## src/rtl/io_bus_arbiter_pkg.sv

```systemverilog
// Shared state encoding, register map and widths for the IO register port arbiter.
package io_arb_pkg;

  typedef enum logic [1:0] {
    IDLE   = 2'd0,
    ACCESS = 2'd1,
    DONE   = 2'd2
  } arb_state_t;

  localparam logic [1:0] IO_STATUS = 2'b00;
  localparam logic [1:0] IO_LED    = 2'b01;
  localparam logic [1:0] IO_SW_LO  = 2'b10;
  localparam logic [1:0] IO_SW_HI  = 2'b11;

  localparam int IO_AW  = 2;
  localparam int IO_WDW = 12;
  localparam int IO_RDW = 32;

endpackage

```

## src/rtl/rr_picker.sv

```systemverilog
// Combinational round-robin picker: the first requester after 'last', wrapping
// around; valid stays low when nobody requests.
module rr_picker #(
  parameter int NREQ = 2,
  parameter int IDXW = (NREQ > 2) ? 2 : 1
) (
  input  logic [NREQ-1:0] req,
  input  logic [IDXW-1:0] last,
  output logic [NREQ-1:0] grant,
  output logic [IDXW-1:0] idx,
  output logic            valid
);

  logic [IDXW-1:0] cand;
  logic            hit;

  // Scan candidates last+1 .. last+NREQ and latch the first one that requests.
  always_comb begin
    grant = '0;
    idx   = '0;
    valid = 1'b0;
    cand  = '0;
    hit   = 1'b0;
    for (int off = 1; off <= NREQ; off++) begin
      cand        = IDXW'((int'(last) + off) % NREQ);
      hit         = !valid && req[cand];
      grant[cand] = grant[cand] | hit;
      idx         = hit ? cand : idx;
      valid       = valid | hit;
    end
  end

endmodule

```

## src/rtl/io_bus_arbiter.sv

```systemverilog
// Shares the single IO register port between NREQ masters: round-robin grant,
// one registered strobe per access, optional bounded lock for atomic sequences.
module io_bus_arbiter
  import io_arb_pkg::*;
#(
  parameter int NREQ     = 2,
  parameter int LOCK_MAX = 4
) (
  input  logic                   clk,
  input  logic                   reset,
  input  logic [NREQ-1:0]        req_i,
  input  logic [NREQ-1:0]        we_i,
  input  logic [2*NREQ-1:0]      addr_i,
  input  logic [12*NREQ-1:0]     wdata_i,
  input  logic [NREQ-1:0]        lock_i,
  output logic [NREQ-1:0]        done_o,
  output logic [31:0]            rdata_o,
  output logic                   busy_o,
  output logic                   pread_o,
  output logic                   pwrite_o,
  output logic [1:0]             paddr_o,
  output logic [11:0]            pwdata_o,
  input  logic [31:0]            prdata_i
);

  localparam int         IDXW     = (NREQ > 2) ? 2 : 1;
  localparam logic [3:0] LOCK_LIM = 4'(LOCK_MAX);

  arb_state_t        state, state_nxt;
  logic [IDXW-1:0]   owner, owner_nxt;
  logic [IDXW-1:0]   last, last_nxt;
  logic [IDXW-1:0]   lock_owner, lock_owner_nxt;
  logic              locked, locked_nxt;
  logic [3:0]        lock_cnt, lock_cnt_nxt;
  logic              cmd_we, cmd_we_nxt;
  logic [IO_AW-1:0]  paddr_nxt;
  logic [IO_WDW-1:0] pwdata_nxt;
  logic [IO_RDW-1:0] rdata_nxt;
  logic [NREQ-1:0]   done_nxt;
  logic              pread_nxt, pwrite_nxt, busy_nxt;

  logic              lock_drop;
  logic [NREQ-1:0]   eligible;
  logic [NREQ-1:0]   pick_grant;
  logic [IDXW-1:0]   pick_idx;
  logic              pick_valid;

  // An owner that lets go of lock_i in IDLE loses its exclusivity immediately.
  assign lock_drop = locked && !lock_i[lock_owner];
  assign eligible  = (locked && !lock_drop) ? (req_i & (NREQ'(1) << lock_owner)) : req_i;

  rr_picker #(
    .NREQ (NREQ),
    .IDXW (IDXW)
  ) u_picker (
    .req   (eligible),
    .last  (last),
    .grant (pick_grant),
    .idx   (pick_idx),
    .valid (pick_valid)
  );

  // Next-state, command capture and registered-output values per state.
  always_comb begin
    state_nxt      = state;
    owner_nxt      = owner;
    last_nxt       = last;
    lock_owner_nxt = lock_owner;
    locked_nxt     = locked;
    lock_cnt_nxt   = lock_cnt;
    cmd_we_nxt     = cmd_we;
    paddr_nxt      = paddr_o;
    pwdata_nxt     = pwdata_o;
    rdata_nxt      = rdata_o;
    done_nxt       = '0;
    pread_nxt      = 1'b0;
    pwrite_nxt     = 1'b0;
    case (state)
      IDLE: begin
        if (lock_drop) begin
          locked_nxt   = 1'b0;
          lock_cnt_nxt = 4'd0;
        end else begin
          locked_nxt   = locked;
        end
        if (pick_valid) begin
          owner_nxt  = pick_idx;
          cmd_we_nxt = |(we_i & pick_grant);
          paddr_nxt  = addr_i[IO_AW*pick_idx +: IO_AW];
          pwdata_nxt = wdata_i[IO_WDW*pick_idx +: IO_WDW];
          pwrite_nxt = |(we_i & pick_grant);
          pread_nxt  = !(|(we_i & pick_grant));
          state_nxt  = ACCESS;
        end else begin
          state_nxt  = IDLE;
        end
      end
      ACCESS: begin
        rdata_nxt = cmd_we ? '0 : prdata_i;
        done_nxt  = NREQ'(1) << owner;
        state_nxt = DONE;
      end
      DONE: begin
        last_nxt = owner;
        // Cap reached: releasing with last = owner drops it to lowest priority.
        if (lock_i[owner] && (lock_cnt < LOCK_LIM)) begin
          locked_nxt     = 1'b1;
          lock_owner_nxt = owner;
          lock_cnt_nxt   = lock_cnt + 4'd1;
        end else begin
          locked_nxt     = 1'b0;
          lock_cnt_nxt   = 4'd0;
        end
        state_nxt = IDLE;
      end
      default: begin
        state_nxt = IDLE;
      end
    endcase
    busy_nxt = (state_nxt == ACCESS) || (state_nxt == DONE);
  end

  // State, arbitration bookkeeping and all outputs, cleared by synchronous reset.
  always_ff @(posedge clk) begin
    if (reset) begin
      state      <= IDLE;
      owner      <= '0;
      last       <= IDXW'(NREQ - 1);
      lock_owner <= '0;
      locked     <= 1'b0;
      lock_cnt   <= 4'd0;
      cmd_we     <= 1'b0;
      paddr_o    <= '0;
      pwdata_o   <= '0;
      rdata_o    <= '0;
      done_o     <= '0;
      pread_o    <= 1'b0;
      pwrite_o   <= 1'b0;
      busy_o     <= 1'b0;
    end else begin
      state      <= state_nxt;
      owner      <= owner_nxt;
      last       <= last_nxt;
      lock_owner <= lock_owner_nxt;
      locked     <= locked_nxt;
      lock_cnt   <= lock_cnt_nxt;
      cmd_we     <= cmd_we_nxt;
      paddr_o    <= paddr_nxt;
      pwdata_o   <= pwdata_nxt;
      rdata_o    <= rdata_nxt;
      done_o     <= done_nxt;
      pread_o    <= pread_nxt;
      pwrite_o   <= pwrite_nxt;
      busy_o     <= busy_nxt;
    end
  end

endmodule

```

## config.mk

```make
export PLATFORM = sky130hd
export DESIGN_NAME = io_bus_arbiter
export DESIGN_NICKNAME = d
export VERILOG_FILES = /design/src/rtl/io_bus_arbiter_pkg.sv /design/src/rtl/rr_picker.sv /design/src/rtl/io_bus_arbiter.sv
export SDC_FILE = /design/constraint.sdc
export NUM_CORES = 1
export LEC_CHECK = 0
export ABC_AREA = 1
export CAP_MARGIN = 20
export CORE_ASPECT_RATIO = 0.9
export CORE_MARGIN = 5
export CORE_UTILIZATION = 44
export CTS_CLUSTER_DIAMETER = 200
export DETAILED_ROUTE_END_ITERATION = 8
export DONT_BUFFER_PORTS = 1
export PLACE_DENSITY = 0.63
export SLEW_MARGIN = 40
export SYNTH_ARGS = -nofsm -noshare
export SYNTH_HDL_FRONTEND = slang
export SYNTH_SLANG_ARGS = --single-unit
```

## constraint.sdc

```tcl
create_clock -name clk -period 2.75 [get_ports clk]
set_clock_uncertainty 0.1 [all_clocks]
set_input_delay 0.275 -clock clk [delete_from_list [all_inputs] [get_ports clk]]
set_output_delay 0.275 -clock clk [all_outputs]
set_load 0.01 [all_outputs]
```

==> reports/summary.txt <==
Status: completed
Worst Path Arrival: 2260 ps
Worst Tran Pin Value: 635 ps
Synthesis Warnings: 0
Fill cells: 570
Hold Fails Final Rpt: 0
Number of DRC markers in iteration 0: 124
Hold Crit Class: input pin to flip-flop
Sequential cell area fraction in the yosys report: 45.6%
Diodes inserted: 0
Core Util, Final: 53.3%
Final Setup Violations: 0
LEAKAGE: 1.33 nW
Fin. max-slew vios: 0
Post-Synthesis Net Count: 429
Grt total ovfl: 0
Vias in the first global route: 2352
Post-place instance area: 2680 sq um
Final instance area: 3240 sq um
IO Count: 119
First-pass DRT Iterations: 4
Post-route ant nets: 0
CTS tree: built
Worst-path maximum fanout: 33
Fmax: 480 MHz
Unrepaired setup endpoints after global routing: false
Max cap viols: 0
Root Driver: clkbuf_8
CP peak stage delay: 550 ps
Worst r2r path cells: 6
Relative slew slack: 57.6%
Unique masters post-synth: 28
Yosys reg bits: 62
Critical-path top delay cell: dlygate4sd3_1
Starting Density: 44.8%
Clk_lat worst skew: 330 ps
Vias per cell: 5.19
Die Height: 84.6 um
Worst Setup End Kind: flip-flop
Setup TNS: 0 ps
Die width: 92.9 um
H-tree levels: 3
DRC: 0
Power per cell area: 693 nW/um^2
Clk slew on worst S/H paths: 70 ps
Worst Path Required: 2930 ps
Layout cells sized above 1: 11.6%
Hold Path End: rdata_o[14]
Largest net degree at the start of global routing: 41
Clock buffer count from CTS: 9
Hpwl dp: 4450 um
Final WL: 6940 um
Clock Sinks: 62
Hold_sp: prdata_i[14]
Syn avg cell area: 7.57 sq um
Reg2Reg Setup Slack: 670 ps
Port bufs: 0
Clock Tree Buf Depth: 2
Die ar.: 7870 sq um
Gpl congestion: 0.698
Maximum VDD drop: 303 uV
Post-CTS Setup Repair Bufs: 0
Row count: 27
Routed WL per cell: 15.1 um
Worst Path Class, Setup: flip-flop to flip-flop
Area delta synth->final: 19.0%
Final period util: 75.8%
Global Route Usage Sum: 17.5%
Tmin final: 2080 ps
Crit path cell chain: nor2_2 > buf_4 > inv_2 > nand2_1 > a21oi_1 > dlygate4sd3_1
Core area: 6080 sq um
Number of gates resized after CTS: 0
Post-synthesis cell area: 2720 sq um
Worst setup SP type: flip-flop
Fin nets: 451
Worst flop-to-flop path startpoint: state[1]
Vias: 2382
Initial antenna violation count: 0
Hold depth: 2
FF-to-FF End: rdata_o[16]
Global-route wire length before repair: 11100 um
Post-synthesis cell count: 360
[cells in the mapped netlist]
cell type	instances	area [sq um]
dfxtp_1	62	1240
nand2_4	4	45.0
buf_1	1	3.75
inv_1	22	82.6
o211ai_1	1	7.51
buf_6	4	45.0
clkbuf_1	4	15.0
a21oi_1	37	185
a21boi_1	8	60.1
a21boi_2	6	67.6
inv_4	1	6.26
a21oi_2	1	8.76
nand3_1	56	280
nand2_2	2	12.5
inv_2	5	18.8
clkinv_1	1	3.75
nor3b_1	1	7.51
a21oi_4	1	16.3
nand3_2	3	30.0
o21ai_0	3	15.0
buf_2	10	50.1
buf_8	1	15.0
buf_4	2	15.0
nor2_1	33	124
nand2_1	87	327
ha_1	1	12.5
nor2_2	2	12.5
nor3_4	1	16.3
[cell usage in the layout, fill, tap and decap left out, types with 3 or more instances in the layout]
master,instances
a21boi_1,8
a21boi_2,6
a21oi_1,37
clkbuf_8,11
dfxtp_1,62
dlygate4sd3_1,31
inv_1,21
inv_2,6
nand2_1,87
nand2_4,4
nand3_1,56
nand3_2,3
nor2_1,33
o21ai_0,3
[worst max-delay path: cells and delay by family (launching register included)]
| kind | cells | cell delay (ps) |
|---|---|---|
| AOI/OAI and AO/OA | 1 | 150 |
| buffers and inverters | 3 | 1230 |
| DFF | 1 | 400 |
| and+or+nand+nor | 2 | 140 |
[worst max-delay path by stage]
stage               startpoint          end  slack (ps)  depth (start not counted)
detailed placement      locked   paddr_o[1]        1030                          6
global placement        locked   paddr_o[1]        1070                          6
finish                state[1]  rdata_o[16]         670                          6
global route          state[1]  rdata_o[16]         470                          6
CTS                   state[1]  rdata_o[16]         660                          6
floorplan           lock_owner   paddr_o[1]        1530                          8
[final cells by class]
class                      instances  area [sq um]  area share [%]
clock buffer                      11           151            4.67
clock inverter                     5          81.3            2.51
inverter                          29           111            3.44
multi-input combinational        247          1230            37.9
sequential                        62          1240            38.3
tap                               72          90.1            2.78
timing repair buffer              33           338            10.4
[kinds of logic after synthesis]
group,count (synthesis),synth area share [%]
adders and majority gates,1,0.459
and+or+nand+nor,189,31.4
DFF,62,45.6
buffers and inverters,51,9.37
AOI/OAI and AO/OA,57,13.2
[power by group]
group          leakage, nW  switching, mW  internal (mW)  total [mW]
logic                0.708          0.180          0.115       0.295
registers            0.508         0.0765          0.965        1.04
clock network        0.116          0.350          0.560       0.910
[layer usage]
| layer | part of all wire, % | GRT usage, % | vias to the layer above | wire length (um) |
|---|---|---|---|---|
| li1 | - | - | 1203 | - |
| met1 | 40 | 19.6 | 1075 | 2770 |
| met2 | 49 | 29.4 | 96 | 3370 |
| met3 | 10 | 7.89 | 8 | 721 |
| met4 | 1.1 | 5.99 | 0 | 75 |
| met5 | 0 | 0 | - | 0 |
[flip-flops by register name, summed over array words and instances (netlist names)]
| signal | cells |
|---|---|
| busy_o | 1 |
| owner | 1 |
| pwdata_o | 12 |
| lock_owner | 1 |
| rdata_o | 32 |
| locked | 1 |
| state | 2 |
| cmd_we | 1 |
| lock_cnt | 4 |
| done_o | 2 |
| pwrite_o | 1 |
| last | 1 |
| paddr_o | 2 |
| pread_o | 1 |
[what timing repair did]
action                                 in CTS  in global routing
hold buffers                               32                  0
setup endpoints to repair                   0                  0
endpoints found under the hold margin      41                  0
[metrics by stage]
stage | hold WS, ps | power [mW] | setup WS (ps) | instances
after detailed placement | 243 | 1.31 | 1030 | 411
after global routing | 3.69 | 2.36 | 475 | 459
final | 21.5 | 2.25 | 667 | 459
after global placement | 244 | 1.30 | 1070 | 411
after CTS | 5.45 | 2.27 | 659 | 459
after floorplan | 254 | 1.28 | 1530 | 360
Note: power is estimated with default switching activity, not from simulation.
